$ cat src/rtl/pixel_fetch_ctrl.sv
// Sequences the external address counter through one frame and streams the
// 1-cycle-latency ROM data out through a 2-entry FIFO with valid/ready/last.
module pixel_fetch_ctrl #(
  parameter int PIXELS = 1024,
  parameter int DW     = 8
) (
  input  logic          clk,
  input  logic          rst,
  input  logic          start,
  input  logic [9:0]    count,
  output logic          clear,
  output logic          keep,
  output logic [9:0]    rom_addr,
  input  logic [DW-1:0] rom_q,
  output logic [DW-1:0] pix_data,
  output logic          pix_valid,
  input  logic          pix_ready,
  output logic          pix_last,
  output logic          busy,
  output logic          done
);

  typedef enum logic [1:0] {IDLE, FETCH, DRAIN, DONE} state_e;

  localparam logic [9:0] LAST_ADDR = 10'(PIXELS - 1);

  state_e        state_q;
  logic          busy_q, done_q;
  logic [1:0]    occ_q, occ_d;
  logic          inflight_q, last_pend_q;
  logic          rd_ptr_q, wr_ptr_q;
  logic [DW-1:0] data_q [2];
  logic [1:0]    last_q;

  logic          pop, push, issue, at_last;
  logic [1:0]    pending;

  assign rom_addr  = count;
  assign at_last   = (count == LAST_ADDR);
  assign pix_valid = (occ_q != 2'd0);
  assign pix_data  = data_q[rd_ptr_q];
  assign pix_last  = pix_valid & last_q[rd_ptr_q];
  assign busy      = busy_q;
  assign done      = done_q;

  assign pop     = pix_valid & pix_ready;
  assign push    = inflight_q;
  // FIFO entries plus the read still in flight must never exceed the 2 slots
  assign pending = occ_q + 2'(inflight_q);
  assign issue   = (state_q == FETCH) &&
                   ((pending < 2'd2) || ((pending == 2'd2) && pop));
  assign occ_d   = occ_q + 2'(push) - 2'(pop);

  always_comb begin
    clear = 1'b1;
    keep  = 1'b0;
    if (state_q == FETCH) begin
      keep  = ~issue;
      clear = issue & at_last;
    end
  end

  always_ff @(posedge clk or negedge rst) begin
    if (!rst) begin
      state_q <= IDLE;
      busy_q  <= 1'b0;
      done_q  <= 1'b0;
    end else begin
      case (state_q)
        IDLE: if (start) begin
          state_q <= FETCH;
          busy_q  <= 1'b1;
        end
        FETCH: if (issue && at_last) state_q <= DRAIN;
        DRAIN: if ((occ_q == 2'd0) && !inflight_q) begin
          state_q <= DONE;
          done_q  <= 1'b1;
        end
        DONE: begin
          state_q <= IDLE;
          busy_q  <= 1'b0;
          done_q  <= 1'b0;
        end
        default: state_q <= IDLE;
      endcase
    end
  end

  always_ff @(posedge clk or negedge rst) begin
    if (!rst) begin
      occ_q       <= 2'd0;
      inflight_q  <= 1'b0;
      last_pend_q <= 1'b0;
      rd_ptr_q    <= 1'b0;
      wr_ptr_q    <= 1'b0;
    end else begin
      occ_q      <= occ_d;
      inflight_q <= issue;
      if (issue) last_pend_q <= at_last;
      rd_ptr_q   <= rd_ptr_q ^ pop;
      wr_ptr_q   <= wr_ptr_q ^ push;
    end
  end

  // Payload storage carries no reset; occupancy alone qualifies it
  always_ff @(posedge clk) begin
    if (push) begin
      data_q[wr_ptr_q] <= rom_q;
      last_q[wr_ptr_q] <= last_pend_q;
    end
  end

endmodule
$ cat config.mk
export PLATFORM = sky130hd
export DESIGN_NAME = pixel_fetch_ctrl
export DESIGN_NICKNAME = d
export VERILOG_FILES = /design/src/rtl/pixel_fetch_ctrl.sv
export SDC_FILE = /design/constraint.sdc
export NUM_CORES = 1
export LEC_CHECK = 0
export ABC_AREA = 1
export BUFFER_PORTS_ARGS = -buffer_cell sky130_fd_sc_hd__buf_2
export CAP_MARGIN = 20
export CORE_MARGIN = 2
export CORE_UTILIZATION = 35
export DETAILED_ROUTE_END_ITERATION = 7
export GPL_ROUTABILITY_DRIVEN = 0
export PLACE_DENSITY = 0.59
export SYNTH_ARGS = -nofsm -noshare
export SYNTH_HDL_FRONTEND = slang
export SYNTH_SLANG_ARGS = --single-unit
$ cat constraint.sdc
create_clock -name clk -period 4.6 [get_ports clk]
set_clock_uncertainty 0.2 [all_clocks]
set_input_delay 0.23 -clock clk [delete_from_list [all_inputs] [get_ports clk]]
set_output_delay 0.23 -clock clk [all_outputs]
set_load 0.01 [all_outputs]
== After elaboration in Yosys (flattened, before gate mapping) ==
Memory sizes are Yosys's and may differ from the RTL's.
Cells that the tools add are included.

* Memory bits (writable): 16
* ROM bits: 0
* Input port bits: 22
* Memories: 1
* Output and inout port bits: 24
* Word-level logic and storage cells: 62
* Bits in registers: 12
* Latch bits: 0

{| class="wikitable"
|+ Memories
! memory !! depth !! bits a word !! read ports !! clocked after Yosys merged registers in !! wr ports !! RTL line !! text
|-
| data_q || 2 || 8 || 1 || 0 || 1 || 32 || <nowiki>logic [DW-1:0] data_q [2];</nowiki>
|}

* Reductions and logical operators: 15
* Bitwise operators: 6
* Div/mod/pow operators: 0
* $mul: 0
* $lt $le $gt $ge: 4
* Muxes and demuxes: 17
* Shift operators: 0
* Equal/unequal tests: 8
* Add/subtract/negate cells: 2

{| class="wikitable"
|+ Operators by type and width
! cell !! number
|-
| $eq 10x10->1 const B || 1
|-
| $mux 1 || 9
|-
| $pmux 2 s4 || 1
|-
| $eq 2x2->1 const B || 3
|-
| $mux 2 || 3
|-
| $reduce_bool 2->1 || 3
|-
| $logic_and 1x1->1 || 5
|-
| $logic_not 2->1 || 2
|-
| $lt 1x2->1 const B || 2
|-
| $ne 2x2->1 const B || 2
|-
| $pmux 1 s2 || 2
|-
| $reduce_and 2->1 || 2
|-
| $and 1x1->1 || 3
|-
| $reduce_and 3->1 || 1
|-
| $add 2x1->2 || 1
|-
| $bwmux 2 || 1
|-
| $eq 2x1->1 const B || 1
|-
| $lt 2x2->1 const B || 1
|-
| $ne 2x1->1 const B || 1
|-
| $sub 2x1->2 || 1
|-
| $xor 1x1->1 || 2
|-
| $demux 1 s1 || 1
|-
| $ge 1x1->1 const B || 1
|-
| $logic_not 1->1 || 1
|-
| other kinds (2) || 2
|}

== Longest topological paths before layout ==
* Word-level depth: 8
* Depth in mapped cells: 10
* Gate-level depth less buffers: 10

== Worst setup path before layout ==
No wires, ideal clock.

* Path type: reg2reg
* Start: register inflight_q
* End: register state_q[0]
* Cell stages (with the launch flop): 10
* Data required time: 4.283 ns
* Slack: 3.027 ns
* Setup time: 0.117 ns
* Data arrival time: 1.257 ns
* Buffers on the path: 0
* Clock period less this slack: 1.573 ns
* Cell sequence: dfrtp_1 ha_1 inv_1 nand3_2 nand2_2 inv_2 o21bai_4 nand2_2 nand2_1 nand2_1

* Word-level cells in the longest chain between the ends: 8
* Elaborated cells between the ends (all ways): 12
* Those cells by class: add/sub: 1; order compare: 1; eq/ne: 3; reduce/logical: 7

{| class="wikitable"
|+ RTL lines
! what !! RTL line !! text
|-
| start: declaration || 30 || <nowiki>logic inflight_q, last_pend_q;</nowiki>
|-
| start signal: assignment || 98 || <nowiki>inflight_q <= issue;</nowiki>
|-
| $add 2x1->2 || 49 || <nowiki>assign pending = occ_q + 2'(inflight_q);</nowiki>
|-
| $eq 2x2->1 || 51 || <nowiki>((pending < 2'd2) || ((pending == 2'd2) && pop));</nowiki>
|-
| $logic_and 1x1->1 || 51 ||
|-
| $logic_or 1x1->1 || 51 ||
|-
| $logic_and 1x1->1 || 50 || <nowiki>assign issue = (state_q == FETCH) &&</nowiki>
|-
| $logic_and 1x1->1 || 74 || <nowiki>FETCH: if (issue && at_last) state_q <= DRAIN;</nowiki>
|-
| $ne 2x1->1 (no line) || - ||
|-
| $reduce_and 3->1 (no line) * || - ||
|-
| end signal: assignment || 74 ||
|-
| end signal: assignment || 76 || <nowiki>state_q <= DONE;</nowiki>
|-
| end signal: assignment || 80 || <nowiki>state_q <= IDLE;</nowiki>
|-
| end: declaration || 27 || <nowiki>state_e state_q;</nowiki>
|}

Every way passes the cells marked *; elsewhere a longest branch is shown, timed or not.
A chain may end at the register's enable or synchronous reset.

== Worst setup path in the final report ==
* Start: register inflight_q
* End: output port clear

* Word-level cells in the longest chain between the ends: 7
* Elaborated cells between the ends (all ways): 8
* Those cells by class: add/sub: 1; order compare: 1; eq/ne: 1; mux: 1; bitwise: 1; reduce/logical: 3

{| class="wikitable"
|+ RTL lines
! what !! RTL line !! text
|-
| $add 2x1->2 * || 49 ||
|-
| $eq 2x2->1 || 51 ||
|-
| $logic_and 1x1->1 || 51 ||
|-
| $logic_or 1x1->1 * || 51 ||
|-
| $logic_and 1x1->1 * || 50 ||
|-
| $and 1x1->1 * || 59 || <nowiki>clear = issue & at_last;</nowiki>
|-
| $mux 1 * || 57 || <nowiki>if (state_q == FETCH) begin</nowiki>
|-
| end: declaration || 11 || <nowiki>output logic clear,</nowiki>
|}

Marked as above.

==> metrics <==
max-cap violations=0; setup TNS=0 ns; post_cts resized=0; Final Max Slew Viols=0; most frequent cells in the layout=buf_2 (45), nand2_1 (41), edfxtp_1 (18), inv_1 (15), dfrtp_1 (10); PwrDens=580 nW/um2; beginning of the worst hold path=start; Filler Cell Count=356; core area=3720 um2; Die Ht=66.5 um; GRT Total Usage=11.1%; fin cells=228; Pre-antenna DRT Iters=4; VDD IR-drop max=0.293 mV; CP arrival=1.58 ns; IO Port Bufs=45; Site Rows=22; CTS root buf=clkbuf_8; slowest cell delay on critical path=0.44 ns; compound-gate portion of the synthesized area=3.85%; Synth Area in Simple Gates=18.0%; RSZ-0062 raised after global routing=no; via density per instance=4.32; Post-Syn Area=1370 um2; drt wl/cell=10.1 um; slew margin rel.=71.3%; Hold Crit Class=in -> reg; first-pass GRT wire length=3750 um; mux contribution to synthesized area=0%; most area-consuming cells after synthesis=edfxtp_1 (40%), dfrtp_1 (18%), nand2_1 (11%); largest family of logic cells by synthesized area=simple AND/OR/NAND/NOR gates; dpl cells=215; Setup Viol. Count Final=0; slowest cell on the critical path=dfrtp_1; Synth top area share=39.6%; WP data required=4.17 ns; CTS tree=done; share of layout cells above drive strength 1=35.0%; post-synthesis sequential area ratio=57.9%; Post-Synthesis Cells=133; Overflow after GRT=0; NumNets Final=211; commonest non-fill, non-tap cell in the layout=buf_2; Post-synth EDFFs=18; WS Path Type=reg -> out; CP Launch Point=inflight_q; #FFs+latches synth=28; Final Core Density=46.6%; vias in the first global route=933; post-synthesis cell type count=22; worst slack, placed=2.88 ns; final setup margin=2.59 ns; IO Count=46; worst r2r path cells=9; Clock Tree Buf Depth=2; Synth area leader=edfxtp_1; startpoint types=register; post-route total power=0.00100 W; Die ar.=4420 um2; P_leak=0.877 nW; worst-skew pair later-pin latency=0.27 ns; setup bufs post-CTS=0; Max Freq=0.498 GHz; Syn. warnings=0; DPL Wire Length=1790 um; worst-margin pin slew=0.431 ns; Final Critical Period=2.01 ns; post-route ant nets=0; share of synthesized flip-flops with an asynchronous set or reset=35.7%; worst-path cell chain=ha_1 -> inv_1 -> nand3_2 -> nand2_2 -> inv_2 -> o21bai_4 -> buf_2; diode count=0; Area Overhead vs Synth=26.9%; CP Max Fanout=5; initial core utilization=36.7%; Die W=66.5 um; Tcrit/Tclk final=43.7%; maximum number of pins on one net before global-route repair=17; Setup crit end kind=output pin; status=finished clean; initial DRC count=63; Num Clock Sinks=28; initial antenna violation count=0; XOR/XNOR Fraction of Synth Area=1.28%; Reg2Reg Launch Point=inflight_q; WHS Path Cells=4; Post-Synth Adder-Cell Area=7.33%; final wirelength=2300 um; Primary FF master, synth=edfxtp_1; CTS Buf Count=3; DR vias=985; CTS Hold Bufs=9; Final Hold Fails=0; H-tree Lvls=1; syn_nets=163; Clk pin slew, worst setup/hold paths=0.09 ns; Mapped Avg Cell Area=10.3 um2; # DRC=0
-- synth_stat cells (2+ instances only) --
cell      instances
nor2_1            5
buf_4            10
edfxtp_1         18
inv_1            15
dfrtp_1          10
o21ai_0           2
a21oi_1           2
xor2_1            2
nand2_1          41
ha_1              8
nand2_2           3
nand3_1           2
inv_2             6
-- final cells by class --
class                   count  area, um2  share of cell area, %
clock inverters             1       30.0                   1.73
multi-input cells          73        415                   24.0
well taps                  48       60.1                   3.47
repair buffers             54        315                   18.2
flip-flops and latches     28        791                   45.7
inverters                  21       78.8                   4.55
clock buffers               3       41.3                   2.38
-- worst max-delay path: cells and delay by family (launching register included) --
kind                       cells  cell delay, ns
AOI/OAI and AO/OA              1            0.15
buffers and inverters          3            0.30
adders and majority gates      1            0.28
DFF                            1            0.44
and+or+nand+nor                2            0.15
-- flip-flops by register name, indices dropped and copies added (netlist names) --
register and flops:
occ_q 2, rd_ptr_q 1, done 1, state_q 2, last_q 2, data_q 16
inflight_q 1, busy 1, wr_ptr_q 1, last_pend_q 1
-- cells by family (layout without fill, tap and decap cells) --
group                    count (synthesis)  count (layout)
AO/OA/AOI/OAI                            7               7
flip-flops                              28              28
buffers and inverters                   32              79
adder cells (fa/ha/maj)                  8               8
XOR/XNOR                                 2               2
AND/OR/NAND/NOR                         56              56
-- layer usage --
metal / routed length, um / track usage (%)
met3: 149 / 3.04
met2: 1140 / 21.0
met1: 1010 / 12.5
met4: 0 / 1.53
met5: 0 / 0
-- through the flow --
stage          hold WS [ns]  instance area [um2]
6_report             0.0816                 1730
3_5_place_dp        -0.0905                 1570
3_3_place_gp        -0.0929                 1570
2_1_floorplan        -0.266                 1370
4_1_cts              0.0728                 1730
5_1_grt              0.0959                 1730
-- where the power goes --
group | total, W | internal, W | switching [W]
logic | 0.000425 | 0.000166 | 0.000259
registers | 0.000390 | 0.000343 | 0.0000475
clock network | 0.000188 | 0.000116 | 0.0000720
total | 0.00100 | 0.000625 | 0.000379
-- path summary, 6_finish.rpt --
check                              end  slack (ns)
max                              clear        2.59
min                               busy        0.08
max reg2reg                 state_q[1]        2.97
min reg2reg                  last_q[1]        0.29
max in group asynchronous  last_pend_q        3.87
min in group asynchronous     wr_ptr_q        0.14
Note: power is estimated with default switching activity, not from simulation.
